[config.mk]
export PLATFORM = sky130hd
export DESIGN_NAME = global_mem_arbiter
export DESIGN_NICKNAME = d
export VERILOG_FILES = /design/src/rtl/global_mem_arbiter_pkg.sv /design/src/rtl/global_mem_arbiter_rr_arbiter.sv /design/src/rtl/global_mem_arbiter.sv
export SDC_FILE = /design/constraint.sdc
export NUM_CORES = 1
export LEC_CHECK = 0
export BUFFER_PORTS_ARGS = -buffer_cell sky130_fd_sc_hd__buf_2
export CAP_MARGIN = 20
export CELL_PAD_IN_SITES_DETAIL_PLACEMENT = 0
export CELL_PAD_IN_SITES_GLOBAL_PLACEMENT = 1
export CORE_ASPECT_RATIO = 1.5
export CORE_MARGIN = 2
export CORE_UTILIZATION = 38
export DETAILED_ROUTE_END_ITERATION = 7
export HOLD_SLACK_MARGIN = 0.02
export PLACE_DENSITY_LB_ADDON = 0.08
export SYNTH_ARGS = -nofsm -noshare
export SYNTH_HDL_FRONTEND = slang
export SYNTH_SLANG_ARGS = --single-unit
[constraint.sdc]
create_clock -name clk -period 1.89 [get_ports clk]
set_input_delay 0.378 -clock clk [delete_from_list [all_inputs] [get_ports clk]]
set_output_delay 0.378 -clock clk [all_outputs]
set_load 0.01 [all_outputs]
[src/rtl/global_mem_arbiter_pkg.sv]
// Shared types and widths for the global memory arbiter.
package global_mem_arbiter_pkg;

    localparam int unsigned addr_width = 32;
    localparam int unsigned data_width = 32;

    typedef enum logic [1:0] {
        IDLE,
        ISSUE,
        WAIT
    } arb_state_e;

    // One latched request per core; valid doubles as the core's busy flag.
    typedef struct packed {
        logic                  valid;
        logic                  is_wr;
        logic [addr_width-1:0] addr;
        logic [data_width-1:0] wr_data;
    } mem_req_slot_t;

endpackage

[src/rtl/global_mem_arbiter_rr_arbiter.sv]
// Combinational round-robin picker: first pending index after last_grant, wrapping.
module global_mem_arbiter_rr_arbiter
    import global_mem_arbiter_pkg::*;
#(
    parameter int unsigned NUM_CORES = 4,
    parameter int unsigned IdxW      = (NUM_CORES > 1) ? $clog2(NUM_CORES) : 1
) (
    input  logic [NUM_CORES-1:0] pending_i,
    input  logic [IdxW-1:0]      last_grant_i,
    output logic [IdxW-1:0]      grant_o,
    output logic                 any_valid_o
);

    // Lowest pending index is the wrap-around fallback; the lowest pending index
    // above last_grant overrides it when one exists.
    always_comb begin
        grant_o     = '0;
        any_valid_o = 1'b0;
        for (int i = NUM_CORES - 1; i >= 0; i--) begin
            if (pending_i[i]) begin
                grant_o     = IdxW'(i);
                any_valid_o = 1'b1;
            end
        end
        for (int i = NUM_CORES - 1; i >= 0; i--) begin
            if (pending_i[i] && (i > int'(last_grant_i))) begin
                grant_o = IdxW'(i);
            end
        end
    end

endmodule

[src/rtl/global_mem_arbiter.sv]
// Shares one global_mem_controller core port among NUM_CORES cores, one request at a time.
module global_mem_arbiter
    import global_mem_arbiter_pkg::*;
#(
    parameter int unsigned NUM_CORES  = 4,
    parameter int unsigned addr_width = global_mem_arbiter_pkg::addr_width,
    parameter int unsigned data_width = global_mem_arbiter_pkg::data_width
) (
    input  logic                            clk,
    input  logic                            rst,
    input  logic [NUM_CORES-1:0]            core_rd_req,
    input  logic [NUM_CORES-1:0]            core_wr_req,
    input  logic [NUM_CORES*addr_width-1:0] core_addr,
    input  logic [NUM_CORES*data_width-1:0] core_wr_data,
    output logic [data_width-1:0]           core_rd_data,
    output logic [NUM_CORES-1:0]            core_busy,
    output logic [NUM_CORES-1:0]            core_ack,
    output logic [addr_width-1:0]           mem_addr,
    output logic                            mem_rd_req,
    output logic                            mem_wr_req,
    output logic [data_width-1:0]           mem_wr_data,
    input  logic [data_width-1:0]           mem_rd_data,
    input  logic                            mem_busy,
    input  logic                            mem_ack
);

    localparam int unsigned IdxW = (NUM_CORES > 1) ? $clog2(NUM_CORES) : 1;

    arb_state_e            state_q, state_d;
    mem_req_slot_t         slots_q [NUM_CORES];
    mem_req_slot_t         slots_d [NUM_CORES];
    logic [IdxW-1:0]       grant_q, grant_d;
    logic [IdxW-1:0]       last_grant_q, last_grant_d;
    logic [NUM_CORES-1:0]  core_ack_q, core_ack_d;
    logic [data_width-1:0] rd_data_q, rd_data_d;
    logic [addr_width-1:0] mem_addr_q, mem_addr_d;
    logic [data_width-1:0] mem_wr_data_q, mem_wr_data_d;
    logic                  mem_rd_req_q, mem_rd_req_d;
    logic                  mem_wr_req_q, mem_wr_req_d;
    logic [NUM_CORES-1:0]  pending;
    logic [IdxW-1:0]       arb_grant;
    logic                  arb_valid;

    // Pending vector seen by the arbiter is simply the slot valid bits.
    always_comb begin
        pending = '0;
        for (int i = 0; i < NUM_CORES; i++) begin
            pending[i] = slots_q[i].valid;
        end
    end

    global_mem_arbiter_rr_arbiter #(
        .NUM_CORES (NUM_CORES),
        .IdxW      (IdxW)
    ) u_rr_arbiter (
        .pending_i    (pending),
        .last_grant_i (last_grant_q),
        .grant_o      (arb_grant),
        .any_valid_o  (arb_valid)
    );

    // Slot capture plus the IDLE/ISSUE/WAIT sequencer. The mem req is decided one
    // cycle ahead so the registered pulse lands in the first ISSUE cycle.
    always_comb begin
        state_d       = state_q;
        slots_d       = slots_q;
        grant_d       = grant_q;
        last_grant_d  = last_grant_q;
        core_ack_d    = '0;
        rd_data_d     = rd_data_q;
        mem_addr_d    = mem_addr_q;
        mem_wr_data_d = mem_wr_data_q;
        mem_rd_req_d  = 1'b0;
        mem_wr_req_d  = 1'b0;

        // Capture never collides with the slot being retired: that one is still valid.
        for (int i = 0; i < NUM_CORES; i++) begin
            if ((core_rd_req[i] || core_wr_req[i]) && !slots_q[i].valid) begin
                slots_d[i].valid   = 1'b1;
                slots_d[i].is_wr   = core_wr_req[i];  // rd+wr together resolves to write
                slots_d[i].addr    = core_addr[i*addr_width +: addr_width];
                slots_d[i].wr_data = core_wr_data[i*data_width +: data_width];
            end
        end

        unique case (state_q)
            IDLE: begin
                if (arb_valid) begin
                    grant_d       = arb_grant;
                    mem_addr_d    = slots_q[arb_grant].addr;
                    mem_wr_data_d = slots_q[arb_grant].wr_data;
                    mem_rd_req_d  = !mem_busy && !slots_q[arb_grant].is_wr;
                    mem_wr_req_d  = !mem_busy && slots_q[arb_grant].is_wr;
                    state_d       = ISSUE;
                end
            end
            ISSUE: begin
                if (mem_rd_req_q || mem_wr_req_q) begin
                    state_d = WAIT;
                end else if (!mem_busy) begin
                    mem_rd_req_d = !slots_q[grant_q].is_wr;
                    mem_wr_req_d = slots_q[grant_q].is_wr;
                end
            end
            WAIT: begin
                if (mem_ack) begin
                    core_ack_d[grant_q]    = 1'b1;
                    slots_d[grant_q].valid = 1'b0;
                    if (!slots_q[grant_q].is_wr) begin
                        rd_data_d = mem_rd_data;
                    end
                    last_grant_d = grant_q;
                    state_d      = IDLE;
                end
            end
            default: state_d = IDLE;
        endcase
    end

    // State and registered outputs; last_grant resets to the top index so core 0 wins first.
    always_ff @(posedge clk or negedge rst) begin
        if (!rst) begin
            state_q       <= IDLE;
            grant_q       <= '0;
            last_grant_q  <= IdxW'(NUM_CORES - 1);
            core_ack_q    <= '0;
            rd_data_q     <= '0;
            mem_addr_q    <= '0;
            mem_wr_data_q <= '0;
            mem_rd_req_q  <= 1'b0;
            mem_wr_req_q  <= 1'b0;
            for (int i = 0; i < NUM_CORES; i++) begin
                slots_q[i] <= '0;
            end
        end else begin
            state_q       <= state_d;
            grant_q       <= grant_d;
            last_grant_q  <= last_grant_d;
            core_ack_q    <= core_ack_d;
            rd_data_q     <= rd_data_d;
            mem_addr_q    <= mem_addr_d;
            mem_wr_data_q <= mem_wr_data_d;
            mem_rd_req_q  <= mem_rd_req_d;
            mem_wr_req_q  <= mem_wr_req_d;
            slots_q       <= slots_d;
        end
    end

    assign core_rd_data = rd_data_q;
    assign core_busy    = pending;
    assign core_ack     = core_ack_q;
    assign mem_addr     = mem_addr_q;
    assign mem_wr_data  = mem_wr_data_q;
    assign mem_rd_req   = mem_rd_req_q;
    assign mem_wr_req   = mem_wr_req_q;

    // Protocol misuse is tolerated by the datapath but reported in simulation.
    a_req_while_busy: assert property (@(posedge clk) disable iff (!rst)
        ((core_rd_req | core_wr_req) & pending) == '0)
        else $warning("request on busy core ignored");
    a_rd_and_wr: assert property (@(posedge clk) disable iff (!rst)
        (core_rd_req & core_wr_req) == '0)
        else $warning("simultaneous rd and wr request treated as write");
    a_stray_ack: assert property (@(posedge clk) disable iff (!rst)
        mem_ack |-> (state_q == WAIT))
        else $warning("mem_ack outside WAIT ignored");

endmodule

Word level (Yosys, flattened, before mapping) --
Cells that the tools add are included. Widths: inputs -> output; s select.
Storage, ports and cells: register bits after elaboration 372
Cells by class: bitwise gates (word level) 3, equality and inequality tests 5, reductions and logical operators 28, muxes and demuxes 42, order comparisons 8
Operator list (count):
- $mux 264 | 2
- $mux 66 | 5
- $bmux 66 s2 | 2
- $bwmux 264 | 1
- $mux 65 | 4
- $demux 66 s2 | 1
- $mux 2 | 10
- $logic_and 1x1->1 | 11
- $mux 1 | 11
- $mux 4 | 2
- $logic_not 1->1 | 7
- $ge 3x3->1 const B | 2
- $ne 2x2->1 const B | 3
- $not 2->3 | 2
- $pmux 2 s3 | 1
- $reduce_and 3->1 | 2
- $logic_or 1x1->1 | 5
- $gt 2x2->1 const A | 2
- $pmux 1 s2 | 2
- $reduce_and 2->1 | 2
- $lt 2x3->1 const B | 1
- $lt 3x1->1 const B | 1
- $demux 1 s2 | 1
- $eq 2x1->1 const B | 1
- 5 further kinds | 5

Logic depth before layout (Yosys ltp) --
Gate-level depths: netlist of the first run.
depth after elaboration 15, gate-level depth with buffers 8

Hierarchy --
From an unflattened synthesis of the first run, not the netlist that was laid out.
Second synthesis, totals: cell total of the unflattened synthesis 904, area, all modules 15600.0 um^2
Modules (own cells, without submodules):
- global_mem_arbiter | cells an instance 890, area an instance 15513.6 um^2, times used 1
- global_mem_arbiter_rr_arbiter | cells an instance 14, area an instance 86.3 um^2, times used 1

Least setup slack after synthesis of the first run --
No wires, ideal clock.
kind register to register, from register grant_q[1], to register rd_data_q[10], in the netlist core_rd_data[10], data arrival time 1.695 ns, path buffers 1, cell stages (with the launch flop) 5, setup time 0.125 ns, period minus slack after synthesis 1.820 ns, path slack 0.070 ns, path through dfrtp_1 mux4_2 nor2_2 buf_2 mux2_2
On the way: longest elaborated chain between the ends 6
RTL lines:
- start: declaration | line global_mem_arbiter.sv:32 | logic [IdxW-1:0] grant_q, grant_d;
- start signal: assignment | line global_mem_arbiter.sv:137 | grant_q <= grant_d;
- $not 2->3 (not written as such) | line global_mem_arbiter.sv:109 | if (!slots_q[grant_q].is_wr) begin
- $bmux 66 s2 | line global_mem_arbiter.sv:109
- $mux 65 (not written as such) (2 in a row) | line global_mem_arbiter.sv:109
- $not 1->1 (no line)
- $reduce_and 3->1 (no line)
- end signal: assignment | line global_mem_arbiter.sv:140 | rd_data_q <= rd_data_d;
- end: declaration | line global_mem_arbiter.sv:35 | logic [data_width-1:0] rd_data_q, rd_data_d;
No other way between the ends. The select of a mux whose other input is x is not followed. A chain may end at the register's enable or synchronous reset.

Worst setup path in the final report of the first run --
from register slots_q (netlist bit core_busy[1]), to register mem_wr_data_q[31], in the netlist mem_wr_data[31]
On the way: longest elaborated chain between the ends 9, elaborated cells between the ends (all ways) 13
RTL lines:
- start: declaration | line global_mem_arbiter.sv:30 | mem_req_slot_t slots_q [NUM_CORES];
- start signal: assignment | line global_mem_arbiter.sv:145 | slots_q <= slots_d;
- $mux 2 (2 in a row) | line global_mem_arbiter_rr_arbiter.sv:20 | if (pending_i[i]) begin
- $mux 2 (3 in a row) | line global_mem_arbiter_rr_arbiter.sv:26 | if (pending_i[i] && (i > int'(last_grant_i))) begin
- $not 2->3 (not written as such) | line global_mem_arbiter.sv:91 | mem_wr_data_d = slots_q[arb_grant].wr_data;
- $bmux 66 s2 | line global_mem_arbiter.sv:91
- $mux 65 (2 in a row)
- end signal: assignment | line global_mem_arbiter.sv:142 | mem_wr_data_q <= mem_wr_data_d;
- end: declaration | line global_mem_arbiter.sv:37 | logic [data_width-1:0] mem_wr_data_q, mem_wr_data_d;
Parallel ways exist; a longest one is shown, timed or not. The select of a mux whose other input is x is not followed.

==> results of run 1 <==
-- timing repair --
action                                  4_1_cts  5_1_grt
hold endpoints to repair                     29        0
setup buffers                                 0       12
hold buffers                                  2        0
gates cloned                                  0        8
pin swaps                                     2       22
resized for setup                             2       55
endpoints found under the setup margin       15       69
-- layout make-up --
cell class / count / area (sq um)
multi-input combinational: 615 / 5960
clock inverter: 14 / 145
timing repair buffer: 481 / 3080
tap: 506 / 633
sequential: 372 / 9310
fill: 3602 / 19700
antenna: 12 / 30.0
inverter: 2 / 7.51
clock buffer: 54 / 1140
-- power groups by stage --
| stage | registers (uW) | clock network, uW | logic (uW) |
|---|---|---|---|
| 5_1_grt | 14600 | 8370 | 15200 |
| 3_3_place_gp | 14000 | 0 | 12600 |
| 2_1_floorplan | 14100 | 0 | 7760 |
| 3_5_place_dp | 14100 | 0 | 12800 |
| 4_1_cts | 14000 | 8060 | 12900 |
| 6_report | 14100 | 7830 | 14000 |
-- worst max-delay path: stages (launching register included) --
cell	delay, ps
dfrtp_1	420
or3b_4	450
o211a_4	170
buf_12	140
mux2_4	290
a221o_1	310
-- cells by family (layout without fill, tap and decap cells) --
kind of cell	Yosys count	in the layout	share of synthesized area, %
buffers and inverters	78	551	2.55
flip-flops	372	372	60.7
AO/OA/AOI/OAI	149	149	7.87
other	0	12	0
AND/OR/NAND/NOR	107	107	2.95
multiplexers	359	359	25.9
-- cell usage after synthesis (all sizes together), types with 2 or more instances --
| cell | instances | share of area (%) |
|---|---|---|
| nand3 | 3 | 0.098 |
| mux2 | 294 | 22 |
| o21ai | 4 | 0.13 |
| nor2b | 3 | 0.12 |
| o21bai | 4 | 0.20 |
| a21oi | 2 | 0.065 |
| o221ai | 63 | 3.6 |
| buf | 52 | 1.9 |
| o211ai | 65 | 3.2 |
| dfstp | 2 | 0.34 |
| clkbuf | 24 | 0.59 |
| or2 | 2 | 0.082 |
| dfrtp | 370 | 60 |
| nand2b | 2 | 0.082 |
| nor3 | 7 | 0.23 |
| inv | 2 | 0.049 |
| nor2 | 12 | 0.31 |
| mux2i | 64 | 4.2 |
| nand2 | 73 | 1.8 |
-- routing by layer --
metal / GRT usage, % / up-vias / share of wire [%] / wire length (microns)
met2: 37.9 / 309 / 52 / 24100
met5: 0 / - / 0.17 / 77
met1: 25.7 / 5470 / 40 / 18600
li1: - / 4838 / - / -
met3: 5.04 / 72 / 5.7 / 2650
met4: 6.53 / 14 / 2.4 / 1130
-- worst paths after layout --
| path | from | to | slack, ps | cells past startpoint |
|---|---|---|---|---|
| setup / recovery | core_busy[1]$_DFF_PN0_ | mem_wr_data[31]$_DFFE_PN0P_ | -10 | 5 |
| hold / removal | mem_ack | state_q[1]$_DFFE_PN0P_ | 40 | 2 |
| max in group asynchronous | rst | async pin | 820 | 3 |
| min in group asynchronous | rst | async pin | 350 | 2 |
| setup reg to reg | core_busy[1]$_DFF_PN0_ | mem_wr_data[31]$_DFFE_PN0P_ | -10 | 5 |
| hold reg to reg | core_rd_data[5]$_DFFE_PN0P_ | core_rd_data[5]$_DFFE_PN0P_ | 480 | 1 |
-- per-stage QoR --
| stage | utilization [%] | total power [uW] | cell area (sq um) |
|---|---|---|---|
| 3_3_place_gp | 46.1 | 26600 | 18400 |
| 5_1_grt | 50.8 | 38200 | 20300 |
| 3_5_place_dp | 46.1 | 26900 | 18400 |
| 4_1_cts | 49.4 | 34900 | 19700 |
| 2_1_floorplan | - | 21800 | 15300 |
| 6_report | 50.8 | 36000 | 20300 |
==> out/qor.txt, run 1 <==
Synth Flop Type: dfrtp_1
Initial DRC Count: 498
Comb power frac: 39.0%
Initial core utilization: 38.4%
Grt ovf: 0
Core Footprint: 40000 sq um
Syn nets: 1365
Final setup TNS: -13.8 ps
Clk_skew: 15.0 ps
H-tree depth: 2
Final Hold Viols: 0
Placed insts: 1955
Sw Ratio: 33.9%
CP Data Required Time: 2320 ps
Leakage: 0.00939 uW
Largest net degree at the start of global routing: 53
Mapped Cells: 1065
GPL Wtd Cong: 0.768
Final #Nets: 1810
Final min period: 1900 ps
Vias in the first global route: 11305
Slew HR: 70.4%
Max-slew violations: 0
Yosys warns: 0
Flops & latches, synth: 372
Number of primary I/O pins: 406
TritonCTS Buffers: 38
CTS clk-pin slew, worst paths: 60 ps
Setup Viol. Count Final: 1
Sequential power share: 39.3%
Synth Area per Inst: 14.4 sq um
Later-pin clock latency in the skew report: 540 ps
Most common cell after layout, fill and taps aside: buf_2
# rows: 90
Synthesized area: 15300 sq um
Outcome: finished, violations left
Ys async rst share: 100%
Setup crit start kind: register
Clock tree from TritonCTS: yes
Max cap viols: 0
Count of different cell masters after synthesis: 44
CP Class: register to register
Die Wd: 168 microns
DRT antenna net count: 0
Post-route insts no fill: 2056
Worst hold slack: 44.7 ps
DP Worst Slack: -42.1 ps
Initial DRT Pass Iterations: 4
Post-DP HPWL: 30800 microns
WP data arrival: 2330 ps
NetSw: 12200 uW
Max rail drop VDD: 717 uV
F_max: 0.525 GHz
PD cells: 1770 nW/um^2
Tot GR Track Use: 21.4%
Initial antenna violation count: 20
Die Y: 250 microns
Global-route wire length before repair: 68200 microns
WL/cell: 22.7 microns
Hold Path Class: input port to register
Clock share of power: 21.8%
Number of synthesized flops with an enable pin: 0
Via count: 10703
Layout cell share with drive strength beyond 1: 57.9%
Via density: 5.21
Final wirelength: 46600 microns
Fin crit share: 101%
Clock sinks: 372
Unrepaired setup endpoints after global routing: yes
Most frequent cells in the layout: buf_2, dfrtp_1, mux2_2
Slack of the critical path: -13.8 ps
Internal Power: 23800 uW
Failing checks: negative setup slack
Root Buffer: clkbuf_16
DRC errors left: 0
Area grow syn2layout: 32.4%
Worst setup EP type: register
Crit Path Max Fanout: 6
Maximum buffer depth of the clock tree: 3
Seq/Total Area, Yosys: 60.7%
Port buffer count: 405
Least-Margin Pin Slew: 445 ps
Die Area: 42000 sq um
Power figures use the tool's default switching activity.
==> run 2: changes to the inputs <==
--- a/config.mk
+++ b/config.mk
@@ -15,6 +15,7 @@
 export DETAILED_ROUTE_END_ITERATION = 7
 export HOLD_SLACK_MARGIN = 0.02
 export PLACE_DENSITY_LB_ADDON = 0.08
+export RECOVER_POWER = 25
 export SYNTH_ARGS = -nofsm -noshare
 export SYNTH_HDL_FRONTEND = slang
 export SYNTH_SLANG_ARGS = --single-unit
==> run 2 against run 1 <==
- the flow still finishes with violations (negative setup slack)
- clock skew increased by 2.2 ps
- die area stayed put
- critical path depth unchanged
- via count about the same
- clock power is essentially flat
- sequential cell count unchanged
- global-route usage stayed put
- register-to-register slack about the same
- maximum frequency decreased by 0.11%
- setup slack got worse by 2.2 ps
- clock-buffer cell count unchanged
- critical path type unchanged
- critical endpoint unchanged
==> out/qor.txt, run 2 (synthesis gave the netlist of run 1 again) <==
CP Class: register to register
Global-route wire length before repair: 68200 microns
Failing checks: negative setup slack
Initial antenna violation count: 20
Tot GR Track Use: 21.4%
Setup crit start kind: register
Die Area: 42000 sq um
Comb power frac: 39.0%
Final #Nets: 1810
DP Worst Slack: -42.1 ps
Clock tree from TritonCTS: yes
WL/cell: 22.7 microns
CP Data Required Time: 2320 ps
Max rail drop VDD: 717 uV
# rows: 90
Crit Path Max Fanout: 6
H-tree depth: 2
Internal reg-to-reg setup slack: -20 ps
Maximum buffer depth of the clock tree: 3
Die Wd: 168 microns
PD cells: 1780 nW/um^2
Leakage: 0.00935 uW
Unrepaired setup endpoints after global routing: yes
Max cap viols: 0
Slew HR: 42.5%
Final wirelength: 46700 microns
CTS clk-pin slew, worst paths: 60 ps
Final Hold Viols: 0
Hold Path Class: input port to register
TritonCTS Buffers: 38
Later-pin clock latency in the skew report: 540 ps
F_max: 0.525 GHz
Worst r2r src: core_busy[1]$_DFF_PN0_
Core Footprint: 40000 sq um
Layout cell share with drive strength beyond 1: 57.5%
Most common cell after layout, fill and taps aside: buf_2
Initial DRC Count: 546
Fin crit share: 101%
Clock sinks: 372
Worst setup EP type: register
Via density: 5.21
Post-DP HPWL: 30800 microns
Largest net degree at the start of global routing: 53
Via count: 10713
DRC errors left: 0
DRT antenna net count: 0
Number of primary I/O pins: 406
Port buffer count: 405
Clock share of power: 21.7%
Clk_skew: 17.2 ps
Grt ovf: 0
Least-Margin Pin Slew: 862 ps
Vias in the first global route: 11305
Crit path from: core_busy[1]$_DFF_PN0_
Area grow syn2layout: 31.9%
Initial DRT Pass Iterations: 4
Initial core utilization: 38.4%
Setup Viol. Count Final: 1
Internal Power: 23800 uW
Outcome: finished, violations left
Most frequent cells in the layout: buf_2, dfrtp_1, mux2_2
Sw Ratio: 33.9%
Root Buffer: clkbuf_16
NetSw: 12200 uW
Fillers: 3613
GPL Wtd Cong: 0.768
Sequential power share: 39.3%
Slack of the critical path: -16.0 ps
WP data arrival: 2330 ps
Total power: 36000 uW
Die Y: 250 microns
Final min period: 1910 ps
Max-slew violations: 0
Hold Path Origin: mem_ack
[run 2: cell count changes in the layout (fill, tap and decap cells not counted)]
cell	change
buf_4	-7
clkbuf_2	+2
buf_12	-4
diode_2	-1
clkbuf_4	+3
clkbuf_1	+6
[run 2: cell type report]
| cell class | count | area (sq um) | share of cell area, % |
|---|---|---|---|
| clock buffer | 54 | 1140 | 5.66 |
| timing repair buffer | 481 | 3000 | 14.8 |
| inverter | 2 | 7.51 | 0.0371 |
| multi-input combinational | 615 | 5960 | 29.5 |
| sequential | 372 | 9310 | 46.0 |
| antenna | 11 | 27.5 | 0.136 |
| tap | 506 | 633 | 3.13 |
| clock inverter | 14 | 145 | 0.717 |
[run 2: repair_timing]
item                                    CTS  global route
pin swaps                                 2            22
hold endpoints to repair                 29             0
resized for setup                         2            55
setup buffers                             0            12
hold buffers                              2             0
endpoints found under the setup margin   15            69
gates cloned                              0             8
[run 2: layer usage]
metal / GRT usage (%) / vias to the layer above / part of all wire, %
met5: 0 / - / 0.16
met4: 6.53 / 14 / 2.4
met3: 5.04 / 74 / 5.7
met2: 37.9 / 310 / 52
met1: 25.7 / 5478 / 40
li1: - / 4837 / -
[run 2: path summary, 6_finish.rpt]
check / to / cells after the start
setup / recovery: mem_wr_data[31]$_DFFE_PN0P_ / 5
hold / removal: state_q[1]$_DFFE_PN0P_ / 2
setup reg to reg: mem_wr_data[31]$_DFFE_PN0P_ / 5
hold reg to reg: core_rd_data[5]$_DFFE_PN0P_ / 1
max in group asynchronous: async pin / 3
min in group asynchronous: async pin / 2
[run 2: per-stage QoR]
step | setup TNS (ps) | std cells | hold slack, ps | util, % | instance area (sq um)
after floorplan | 0 | 1065 | 82.4 | - | 15300
final | -16.0 | 2055 | 44.5 | 50.6 | 20200
after detailed placement | -173 | 1955 | 331 | 46.1 | 18400
after global placement | 0 | 1955 | 332 | 46.1 | 18400
after CTS | 0 | 2025 | 26.8 | 49.4 | 19700
after global routing | -450 | 2052 | 45.1 | 50.6 | 20200
[run 2: power groups by stage]
stage	combinational, uW	clock [uW]	sequential [uW]
floorplan	7760	0	14100
global placement	12600	0	14000
detailed placement	12800	0	14100
CTS	12900	8060	14000
global route	15200	8370	14600
finish	14000	7830	14100
[run 2: worst max-delay path: stages (launching register included)]
cell	delay [ps]
dfrtp_1	420
or3b_4	450
o211a_4	170
buf_12	150
mux2_4	290
a221o_1	310
==> run 3: changes to the inputs <==
--- a/config.mk
+++ b/config.mk
@@ -5,13 +5,14 @@
 export SDC_FILE = /design/constraint.sdc
 export NUM_CORES = 1
 export LEC_CHECK = 0
+export ABC_AREA = 1
 export BUFFER_PORTS_ARGS = -buffer_cell sky130_fd_sc_hd__buf_2
 export CAP_MARGIN = 20
 export CELL_PAD_IN_SITES_DETAIL_PLACEMENT = 0
 export CELL_PAD_IN_SITES_GLOBAL_PLACEMENT = 1
 export CORE_ASPECT_RATIO = 1.5
 export CORE_MARGIN = 2
-export CORE_UTILIZATION = 38
+export CORE_UTILIZATION = 37
 export DETAILED_ROUTE_END_ITERATION = 7
 export HOLD_SLACK_MARGIN = 0.02
 export PLACE_DENSITY_LB_ADDON = 0.08
==> run 3 against run 2 <==
- the run now ends clean
- clock-buffer cell count is 2 higher
- via count is 24% higher
- clock power hardly changed
- utilization is 2.0 points lower
- critical endpoint is now mem_wr_data[14]$_DFFE_PN0P_
==> out/qor.txt, run 3 <==
Worst path most repeated cell: nand2_1
Post-DP HPWL: 38300 microns
Synth Area per Inst: 9.98 sq um
Max rail drop VDD: 872 uV
Synth area leader: dfrtp_1
Largest family of logic cells by synthesized area: simple AND/OR/NAND/NOR gates
Via density: 4.97
Clk_skew: 12.1 ps
Synth Flop Type: dfrtp_1
Leakage: 0.0106 uW
Share of the synthesized area in the top cell type: 57.0%
Mapped Cells: 1627
Post-route insts no fill: 2665
Die Wd: 175 microns
Final setup TNS: 0 ps
Worst hold slack: 58.6 ps
Port buffer count: 405
Clock sinks: 372
Die Y: 261 microns
Top cells by area, synth: dfrtp_1, mux2_2, nand3_1
CP max stage cell: dfstp_2
GPL Wtd Cong: 0.833
Comb power frac: 42.1%
WP data arrival: 2280 ps
Synth cell count leaders: dfrtp_1, nand2_1, nor2_1
Core Footprint: 43600 sq um
Root Buffer: clkbuf_16
CP Class: register to register
Initial DRT Pass Iterations: 5
Layout Cell Area excl Fill: 21200 sq um
Simple logic cell fraction of the synthesized area: 17.9%
Via count: 13247
Most frequent cells in the layout: buf_2, dfrtp_1, nand2_1
Critical path endpoint: mem_wr_data[14]$_DFFE_PN0P_
Seq/Total Area, Yosys: 57.4%
TritonCTS Buffers: 39
Most common cell in the netlist: dfrtp_1
Post-synthesis compound-gate area fraction: 6.47%
WP buf/inv: 4
DRT antenna net count: 0
Ys async rst share: 100%
Internal Power: 22900 uW
Hold Path Class: input port to register
H-tree depth: 2
Number of synthesized flops with an enable pin: 0
Initial core utilization: 37.2%
Least-Margin Pin Slew: 1070 ps
Grt ovf: 0
Placed insts: 2575
Global-route wire length before repair: 80300 microns
Max cap viols: 0
Sw Ratio: 37.3%
R2r endpoint: mem_wr_data[14]$_DFFE_PN0P_
WL/cell: 20.5 microns
Layout cell share with drive strength beyond 1: 38.3%
Max-slew violations: 0
Count of different cell masters after synthesis: 29
Crit path from: last_grant_q[1]$_DFFE_PN1P_
Reg2reg path depth: 9
Most common cell after layout, fill and taps aside: buf_2
Placed Area: 19500 sq um
Sequential power share: 36.4%
CP Data Required Time: 2300 ps
Initial DRC Count: 665
Worst path depth: 9
Die Area: 45600 sq um
Initial antenna violation count: 18
Fin crit share: 99.0%
Clock share of power: 21.5%
Area grow syn2layout: 30.8%
# rows: 94
Yosys warns: 0
Syn nets: 1927
Vias in the first global route: 13472
Tot GR Track Use: 23.1%
Clock tree from TritonCTS: yes
CTS clk-pin slew, worst paths: 70 ps
DRC errors left: 0
Worst r2r src: last_grant_q[1]$_DFFE_PN1P_
Internal reg-to-reg setup slack: 20 ps
CP Cell Sequence: inv_2 > nand2_1 > buf_4 > nand2_8 > inv_1 > buf_12 > nand2_1 > a21oi_1 > nor2_1
Flops & latches, synth: 372
PD cells: 1720 nW/um^2
Setup crit start kind: register
Number of primary I/O pins: 406
Outcome: finished, final reports clean
Multiplexer share of the synthesized area: 12.6%
Final wirelength: 54700 microns
NetSw: 13600 uW
Maximum buffer depth of the clock tree: 3
F_max: 0.534 GHz
Adder-cell share of the synthesized area: 0%
Final #Nets: 2355
Crit Path Max Fanout: 33
Slowest stage delay, CP: 530 ps
Largest net degree at the start of global routing: 84
Setup Viol. Count Final: 0
Slew HR: 28.9%
Later-pin clock latency in the skew report: 540 ps
Largest delay share family, worst path: flip-flops
Final min period: 1870 ps
Synthesized area: 16200 sq um
Worst setup EP type: register
Synth Area in XOR/XNOR: 0%
Final Hold Viols: 0
[run 3: cell count changes after synthesis, sizes merged, moves of 28 or more]
| cell | previous run | this run |
|---|---|---|
| o211ai | 65 | 1 |
| mux2i | 64 | 0 |
| buf | 52 | 80 |
| mux2 | 294 | 182 |
| a21oi | 2 | 120 |
| nand3 | 3 | 204 |
| nor2 | 12 | 206 |
| inv | 2 | 94 |
| nand2 | 73 | 232 |
| or2 | 2 | 34 |
| o221ai | 63 | 0 |
| o21ai | 4 | 48 |
[run 3: area by class of cell]
class,instances,area [sq um]
Fill cell,4318,22400
Sequential cell,372,9310
Multi-Input combinational cell,1054,6180
Timing Repair Buffer,494,3350
Clock buffer,56,1150
Tap cell,576,721
Inverter,94,353
Clock inverter,14,148
Antenna cell,5,12.5
[run 3: worst min path at each step]
stage               depth (start not counted)     from                      to  slack (ps)
floorplan                                   0      rst               async pin          80
global placement                            1      rst               async pin         250
detailed placement                          1      rst               async pin         250
CTS                                         2  mem_ack  state_q[1]$_DFFE_PN0P_          30
global route                                2  mem_ack  state_q[1]$_DFFE_PN0P_          40
finish                                      2  mem_ack  state_q[1]$_DFFE_PN0P_          60
[run 3: cell families after synthesis]
kind of cell,count (synthesis)
DFF,372
and+or+nand+nor,678
buffers and inverters,201
muxes,182
AOI/OAI and AO/OA,194
[run 3: what timing repair did]
item,4_1_cts,5_1_grt
gates resized for setup,6,33
hold buffers,1,0
endpoints found under the hold margin,45,0
pin swaps,0,11
buffers inserted,0,5
endpoints found under the setup margin,5,51
gates cloned,0,9
[run 3: power by group through the flow]
| stage | Clock (uW) | Sequential, uW | Combinational, uW |
|---|---|---|---|
| 2_1_floorplan | 0 | 13300 | 8310 |
| 4_1_cts | 8080 | 13300 | 14400 |
| 6_report | 7850 | 13300 | 15300 |
| 3_5_place_dp | 0 | 13400 | 14200 |
| 3_3_place_gp | 0 | 13300 | 14000 |
| 5_1_grt | 8380 | 13700 | 16900 |
[run 3: per-layer routing]
| layer | global-route usage, % | routed length, microns | share of wire (%) |
|---|---|---|---|
| met1 | 26.8 | 21100 | 39 |
| met2 | 42.2 | 28600 | 52 |
| met3 | 5.27 | 3150 | 5.8 |
| met4 | 7.36 | 1720 | 3.1 |
| met5 | 0 | 111 | 0.20 |
[run 3: through the flow]
step	setup slack (ps)	power (uW)	util, %
final	18.0	36500	48.6
after global routing	-17.1	39000	48.6
after CTS	5.03	35700	47.9
after detailed placement	-92.9	27600	44.8
after global placement	-104	27400	44.8
after floorplan	242	21600	-
